$ cat config.mk
export PLATFORM = sky130hd
export DESIGN_NAME = i2c_codec_target
export DESIGN_NICKNAME = d
export VERILOG_FILES = /design/src/rtl/i2c_pkg.sv /design/src/rtl/i2c_line_filter.sv /design/src/rtl/i2c_codec_target.sv
export SDC_FILE = /design/constraint.sdc
export NUM_CORES = 1
export LEC_CHECK = 0
export ABC_AREA = 1
export CORE_MARGIN = 3
export CORE_UTILIZATION = 35
export CTS_CLUSTER_DIAMETER = 200
export DETAILED_ROUTE_END_ITERATION = 6
export PLACE_DENSITY_LB_ADDON = 0.08
export SLEW_MARGIN = 20
export SYNTH_ARGS = -nofsm -noshare
export SYNTH_HDL_FRONTEND = slang
export SYNTH_SLANG_ARGS = --single-unit
$ cat constraint.sdc
create_clock -name clk -period 5.9 [get_ports clk]
set_clock_uncertainty 0.2 [all_clocks]
set_input_delay 1.18 -clock clk [delete_from_list [all_inputs] [get_ports clk]]
set_output_delay 1.18 -clock clk [all_outputs]
set_load 0.02 [all_outputs]
$ cat src/rtl/i2c_pkg.sv
// Shared I2C definitions for the codec-control initiator and target:
// device address, ACK/NACK levels, FSM encoding and the ACK-exit helper.
package i2c_pkg;

   localparam logic [6:0] WM8731_DEV_ADDR = 7'h1A;
   localparam logic       ACK             = 1'b0;
   localparam logic       NACK            = 1'b1;

   typedef enum logic [2:0] {
      ST_IDLE      = 3'd0,
      ST_ADDR      = 3'd1,
      ST_ADDR_ACK  = 3'd2,
      ST_BYTE1     = 3'd3,
      ST_ACK1      = 3'd4,
      ST_BYTE2     = 3'd5,
      ST_ACK2      = 3'd6,
      ST_WAIT_STOP = 3'd7
   } state_t;

   // State that follows an ACK bit once its SCL low phase ends.
   function automatic state_t next_after_ack(input state_t s);
      case (s)
         ST_ADDR_ACK: return ST_BYTE1;
         ST_ACK1:     return ST_BYTE2;
         default:     return ST_WAIT_STOP;
      endcase
   endfunction

endpackage

$ cat src/rtl/i2c_line_filter.sv
// One I2C line: synchronizer, stability filter and registered rise/fall strobes.
// level, rise and fall all update on the same edge, SYNC_STAGES+FILTER_LEN clks after the pad.
module i2c_line_filter #(
   parameter int SYNC_STAGES = 2,
   parameter int FILTER_LEN  = 3
) (
   input  logic clk,
   input  logic rst,
   input  logic line,
   output logic level,
   output logic rise,
   output logic fall
);

   localparam int CW = $clog2(FILTER_LEN + 1);

   logic [SYNC_STAGES-1:0] sync_r;
   logic [CW-1:0]          cnt_r;
   logic                   synced_s;

   assign synced_s = sync_r[SYNC_STAGES-1];

   // Idle bus is high, so reset to 1 to avoid a spurious edge on release.
   always_ff @(posedge clk or posedge rst) begin
      if (rst) begin
         sync_r <= '1;
         cnt_r  <= '0;
         level  <= 1'b1;
         rise   <= 1'b0;
         fall   <= 1'b0;
      end else begin
         sync_r <= {sync_r[SYNC_STAGES-2:0], line};
         rise   <= 1'b0;
         fall   <= 1'b0;
         if (synced_s != level) begin
            if (cnt_r == CW'(FILTER_LEN - 1)) begin
               level <= synced_s;
               rise  <= synced_s;
               fall  <= ~synced_s;
               cnt_r <= '0;
            end else begin
               cnt_r <= cnt_r + {{(CW-1){1'b0}}, 1'b1};
            end
         end else begin
            cnt_r <= '0;
         end
      end
   end

endmodule

$ cat src/rtl/i2c_codec_target.sv
// WM8731-style I2C control-port target: accepts 3-byte writes (dev addr, 7-bit reg +
// 9-bit data), ACKs them and strobes each completed write. Never stretches SCL.
import i2c_pkg::*;

module i2c_codec_target #(
   parameter logic [6:0] DEV_ADDR    = WM8731_DEV_ADDR,
   parameter int         FILTER_LEN  = 3,
   parameter int         SYNC_STAGES = 2
) (
   input  logic       clk,
   input  logic       reset,
   input  logic       scl_in,
   input  logic       sda_in,
   output logic       sda_oe,
   output logic       wr_valid,
   output logic [6:0] wr_addr,
   output logic [8:0] wr_data,
   output logic       busy,
   output logic       nack_err
);

   logic       rst_meta_r, rst_r;
   logic       scl_lvl_s, scl_rise_s, scl_fall_s;
   logic       sda_lvl_s, sda_rise_s, sda_fall_s;
   logic       start_s, stop_s;
   state_t     state_r;
   logic [2:0] cnt_r;
   logic [7:0] shift_r;
   logic       byte_done_r;
   logic [6:0] reg_addr_r;
   logic       data8_r;

   // Reset asserts immediately and releases synchronously to clk.
   always_ff @(posedge clk or posedge reset) begin
      if (reset) begin
         rst_meta_r <= 1'b1;
         rst_r      <= 1'b1;
      end else begin
         rst_meta_r <= 1'b0;
         rst_r      <= rst_meta_r;
      end
   end

   i2c_line_filter #(.SYNC_STAGES(SYNC_STAGES), .FILTER_LEN(FILTER_LEN)) u_scl (
      .clk(clk), .rst(rst_r), .line(scl_in),
      .level(scl_lvl_s), .rise(scl_rise_s), .fall(scl_fall_s)
   );

   i2c_line_filter #(.SYNC_STAGES(SYNC_STAGES), .FILTER_LEN(FILTER_LEN)) u_sda (
      .clk(clk), .rst(rst_r), .line(sda_in),
      .level(sda_lvl_s), .rise(sda_rise_s), .fall(sda_fall_s)
   );

   // scl level is already post-edge here, so a same-cycle SCL edge is seen first.
   assign start_s = sda_fall_s & scl_lvl_s;
   assign stop_s  = sda_rise_s & scl_lvl_s;

   // Frame FSM with bit counter, shift register and all registered outputs.
   always_ff @(posedge clk or posedge rst_r) begin
      if (rst_r) begin
         state_r     <= ST_IDLE;
         cnt_r       <= 3'd0;
         shift_r     <= 8'h00;
         byte_done_r <= 1'b0;
         reg_addr_r  <= 7'h00;
         data8_r     <= 1'b0;
         sda_oe      <= 1'b0;
         wr_valid    <= 1'b0;
         wr_addr     <= 7'h00;
         wr_data     <= 9'h000;
         busy        <= 1'b0;
         nack_err    <= 1'b0;
      end else begin
         wr_valid    <= 1'b0;
         nack_err    <= 1'b0;
         byte_done_r <= 1'b0;
         if (stop_s) begin
            state_r <= ST_IDLE;
            busy    <= 1'b0;
            sda_oe  <= 1'b0;
            if (state_r != ST_WAIT_STOP && state_r != ST_IDLE) begin
               nack_err <= 1'b1;
            end
         end else if (start_s) begin
            state_r <= ST_ADDR;
            busy    <= 1'b1;
            cnt_r   <= 3'd0;
            sda_oe  <= 1'b0;
            if (state_r != ST_IDLE) begin
               nack_err <= 1'b1;
            end
         end else begin
            case (state_r)
               ST_ADDR, ST_BYTE1, ST_BYTE2: begin
                  if (byte_done_r) begin
                     case (state_r)
                        ST_ADDR: begin
                           if (shift_r[7:1] == DEV_ADDR && shift_r[0] == 1'b0) begin
                              state_r <= ST_ADDR_ACK;
                           end else begin
                              state_r  <= ST_WAIT_STOP;
                              nack_err <= 1'b1;
                           end
                        end
                        ST_BYTE1: begin
                           reg_addr_r <= shift_r[7:1];
                           data8_r    <= shift_r[0];
                           state_r    <= ST_ACK1;
                        end
                        default: begin
                           wr_addr  <= reg_addr_r;
                           wr_data  <= {data8_r, shift_r};
                           wr_valid <= 1'b1;
                           state_r  <= ST_ACK2;
                        end
                     endcase
                  end else if (scl_rise_s) begin
                     shift_r     <= {shift_r[6:0], sda_lvl_s};
                     cnt_r       <= cnt_r + 3'd1;
                     byte_done_r <= (cnt_r == 3'd7);
                  end else begin
                     cnt_r <= cnt_r;
                  end
               end
               ST_ADDR_ACK, ST_ACK1, ST_ACK2: begin
                  // First SCL fall starts the ACK drive, the second releases it.
                  if (scl_fall_s) begin
                     if (!sda_oe) begin
                        sda_oe <= ~ACK;
                     end else begin
                        sda_oe  <= 1'b0;
                        cnt_r   <= 3'd0;
                        state_r <= next_after_ack(state_r);
                     end
                  end else begin
                     sda_oe <= sda_oe;
                  end
               end
               ST_IDLE, ST_WAIT_STOP: begin
                  state_r <= state_r;
               end
               default: begin
                  state_r <= ST_IDLE;
               end
            endcase
         end
      end
   end

endmodule

== After elaboration in Yosys (flattened, before gate mapping) ==
Cells that the tools add are included.

* Register bits: 59
* Word-level logic and storage cells: 130

* Add/subtract/negate cells: 3
* Equality and inequality tests: 22
* Muxes and demuxes: 52
* Bitwise gates (word level): 9
* Reduce and logical (&&, ||, !) cells: 20

{| class="wikitable"
|+ Operator list
! cell !! number
|-
| $mux 1 || 33
|-
| $mux 3 || 11
|-
| $pmux 3 s2 || 4
|-
| $eq 3x3->1 const B || 5
|-
| $reduce_and 5->1 || 3
|-
| $ne 3x3->1 const B || 4
|-
| $reduce_bool 3->1 || 4
|-
| $mux 2 || 4
|-
| $ne 4x4->1 const B || 2
|-
| $eq 7x5->1 const B || 1
|-
| $not 1->1 || 7
|-
| $eq 3x2->1 const B || 2
|-
| $ne 3x2->1 const B || 2
|-
| $reduce_and 2->1 || 3
|-
| $reduce_and 6->1 || 1
|-
| $reduce_or 3->1 || 2
|-
| $add 2x1->2 const B || 2
|-
| $eq 2x2->1 const B || 2
|-
| $ne 4x3->1 const B || 1
|-
| $reduce_and 4->1 || 1
|-
| $reduce_or 2->1 || 2
|-
| $add 3x1->3 const B || 1
|-
| $eq 3x1->1 const B || 1
|-
| $logic_not 3->1 || 1
|-
| other kinds (4) || 7
|}

== Depth between registers and ports, before layout ==
* Depth in word-level cells: 8
* Gate-level depth with buffers: 9
* Mapped depth without buffers: 9

== By module ==
A second synthesis with hierarchy kept.

* Cells, all modules: 278
* Area, all modules: 2563.7 sq um

{| class="wikitable"
|+ By module, submodules not included
! module !! times used !! cells an instance !! area an instance (sq um)
|-
| i2c_codec_target || 1 || 232 || 2068.2
|-
| i2c_line_filter || 2 || 23 || 247.7
|}

== Worst setup path before layout ==
Ideal clock, no wire load.

* Path kind: reg-to-output
* From: register sda_oe
* To: output port sda_oe
* Arrival: 437 ps
* Setup slack: 4083 ps
* Cell stages (with the launch flop): 1
* Path through: dfrtp_1

{| class="wikitable"
|+ RTL lines
! element !! RTL line !! source
|-
| from (decl) || i2c_codec_target.sv:14 || <nowiki>output logic sda_oe,</nowiki>
|-
| from (signal assigned) || i2c_codec_target.sv:129 || <nowiki>sda_oe <= ~ACK;</nowiki>
|-
| from (signal assigned) || i2c_codec_target.sv:136 || <nowiki>sda_oe <= sda_oe;</nowiki>
|}

No word-level cell between the ends.

== Final worst setup path ==
* From: register wr_data[5]
* To: output port wr_data[5]

{| class="wikitable"
|+ RTL lines
! element !! RTL line !! source
|-
| from (decl) || i2c_codec_target.sv:17 || <nowiki>output logic [8:0] wr_data,</nowiki>
|-
| from (signal assigned) || i2c_codec_target.sv:112 || <nowiki>wr_data <= {data8_r, shift_r};</nowiki>
|}

No word-level cell between the ends.

==> impl_results.md <==
* Status: finished clean
* Overflow after GRT at 0
* Area delta synth->final at 20.3%
* Longest Clk Path Bufs at 2
* Clock Tree Root: clkbuf_8
* Core area at 6980 um2
* H-tree levels at 3
* Final Hold Viols at 0
* Crit-path cells: clkdlybuf4s50_1
* N_diodes at 0
* Die width at 91.9 um
* Crit path kind: flip-flop to output port
* Hold_buf cts at 0
* RR Endpoint: wr_addr[2]
* Post-layout util at 44.5%
* Clock sinks at 59
* Setup violations, final at 0
* Post-synthesis simple-gate area fraction at 24.6%
* Die Ht at 91.9 um
* CTS-repair resized insts at 0
* DP Wirelength at 3.36 mm
* Max-slew headroom at 60.1%
* Final period util at 45.6%
* Slew @ Worst Pin at 0.598 ns
* Largest cells by area after synthesis: dfrtp_1 (49%), nand2_1 (11%), dfstp_2 (8.1%)
* DRC violations left at 0
* Synthesized area at 2580 um2
* Fillers at 708
* Worst reg-to-reg setup slack at 4.05 ns
* Crit path launch type: flip-flop
* Synth Area in XOR/XNOR at 0.679%
* Worst Setup End Kind: output port
* CP required at 4.52 ns
* Number of global-route vias before repair at 1,828
* Ports at 24
* DRT antenna net count at 0
* Fmax at 371 MHz
* CTS tree: done
* Top Layer Used: met4
* Post-CTS setup buffers at 0
* FF-to-FF path depth at 7
* Post-synthesis compound-gate area fraction at 8.39%
* Initial antenna violation count at 0
* Share of the synthesized area in the top cell type at 49.5%
* Synth area leader: dfrtp_1
* Die area at 8440 um2
* Synthesis Warnings at 0
* Reg clk slew, reported paths at 0.07 ns
* Post-Syn Area per Cell at 9.52 um2
* Via count at 1,771
* Max cap viols at 0
* Global-route wire length before repair at 8.59 mm
* Routed wl met3 at 188 um
* R2r startpoint: u_scl.level
* Synth Area in Adders at 0.970%
* Wl on met1 at 2.31 mm
* Pre-antenna DRT Iters at 4
* Max-slew violations at 0
* Largest family of logic cells by synthesized area: simple AND/OR/NAND/NOR gates
* Most frequent cells in the layout: nand2_1 (78), dfrtp_1 (51), inv_1 (33)
* Syn_nets at 277
* Sequential share of the synthesized area at 57.6%
* Initial Utilization at 37.0%
* Crit-path max cell delay at 0.61 ns
* Worst skew pair latency at 0.34 ns
* CTS buffer count at 9
* Largest net degree at the start of global routing at 31
* Max stage delay cell, worst path: clkdlybuf4s50_1
* Routability Congestion at 0.814
* Top Family by Delay on Critical Path: buffers and inverters
* Routed length per instance at 12.0 um
* Post-Route Setup TNS at 0 ns
* Fin nets at 307
* Gr usage total at 13.1%
* Buffers & Inverters on Critical Path at 1
* Met2 routed WL at 2.26 mm
* Commonest non-fill, non-tap cell in the layout: nand2_1
* Num rows at 30
* Worst VDD drop at 0.000174 V
* Final wirelength at 4.84 mm
* Synth unique cells at 28
* Post-synthesis mux area share at 0%
* PD cells at 392 nW/um2
* Synthesized instance count at 271
* DRT iter0 DRCs at 93
* CP Data Arrival Time at 1.31 ns
* Static leakage at 1.52 nW
* Worst Hold Class: flip-flop to asynchronous set/reset pin
* RSZ-0062 raised after global routing: false
* FF+latch count, synth at 59
* PortBufs at 23
* CP Max Fanout at 2
* Layout cells sized above 1 at 18.3%
* Minimum clock period after layout at 2.69 ns
* Vias per cell at 4.41
-- per-layer routing --
metal	global-route usage, %	up-vias
li1	-	907
met1	16.3	829
met2	20.6	26
met3	4.84	9
met4	5.20	0
met5	0	-
-- logic make-up (layout without fill, tap and decap cells) --
family / after synthesis / count (layout)
flops: 59 / 59
simple gates: 133 / 133
fa+ha+maj: 2 / 2
xor+xnor: 2 / 2
other cells: 1 / 1
compound gates: 33 / 33
buf+inv: 41 / 76
-- sequential cells by signal, summed over array words and instances (netlist names), 2 cells and up --
signal / count
wr_data: 9
shift_r: 8
reg_addr_r: 7
wr_addr: 7
cnt_r: 3
state_r: 3
u_scl.cnt_r: 2
u_scl.sync_r: 2
u_sda.cnt_r: 2
u_sda.sync_r: 2
-- through the flow --
step                instance area [um2]  power (mW)  hold slack, ns  instances  worst slack (ns)
global placement                   2880       0.809           0.145        386              3.57
detailed placement                 2880       0.811           0.149        386              3.56
global route                       3100        1.31           0.163        402              3.16
CTS                                3100        1.23           0.155        402              3.19
finish                             3100        1.22           0.124        402              3.21
floorplan                          2580       0.743           0.145        271              3.97
-- worst register-to-register path, stage by stage, from the launching register on --
cell and delay [ns]:
dfstp_2 0.63, nand2_4 0.11, nand2_8 0.13, nor2_8 0.05, nand2_4 0.27, inv_2 0.16, nand2_1 0.13, nand2_1 0.06
-- layout make-up --
| class | count | area, um2 | share of cell area (%) |
|---|---|---|---|
| sequential | 59 | 1490 | 47.9 |
| multi-input combinational | 171 | 897 | 28.9 |
| timing repair buffer | 24 | 238 | 7.66 |
| clock buffer | 12 | 155 | 5.00 |
| inverter | 36 | 135 | 4.35 |
| tap | 96 | 120 | 3.87 |
| clock inverter | 4 | 72.6 | 2.34 |
-- synthesized netlist by cell type --
cell	n
nor2_2	2
nor2_1	15
inv_2	2
o21ai_2	13
o21bai_1	1
nand3b_1	1
nand2_1	78
nor3_2	1
buf_6	1
nand2_2	5
ha_1	2
conb_1	1
nand2_8	1
buf_2	1
nor2_4	1
o21ai_0	4
xnor2_1	2
buf_8	3
nand4_1	1
nor2_8	1
nand3_1	12
dfrtp_1	51
nand2_4	5
o21ai_1	10
dfstp_2	8
inv_1	34
nor3_1	10
a21oi_1	5
-- how the worst max path moves through the flow --
stage | start | to | slack (ns) | cells past startpoint
6_report | wr_data[5] | wr_data[5] | 3.21 | 1
5_1_grt | wr_data[7] | wr_data[7] | 3.16 | 1
4_1_cts | sda_oe | sda_oe | 3.19 | 1
3_5_place_dp | sda_oe | sda_oe | 3.56 | 1
3_3_place_gp | wr_data[6] | wr_data[6] | 3.57 | 1
2_1_floorplan | rst_r | busy | 3.97 | 1
-- power breakdown --
part	total (mW)	switching, mW	leakage [nW]	internal (mW)
registers	0.514	0.0501	0.782	0.464
logic	0.286	0.183	0.627	0.103
clock network	0.418	0.157	0.113	0.260
total	1.22	0.391	1.52	0.827
No activity file was read; power rests on OpenSTA's default activity.
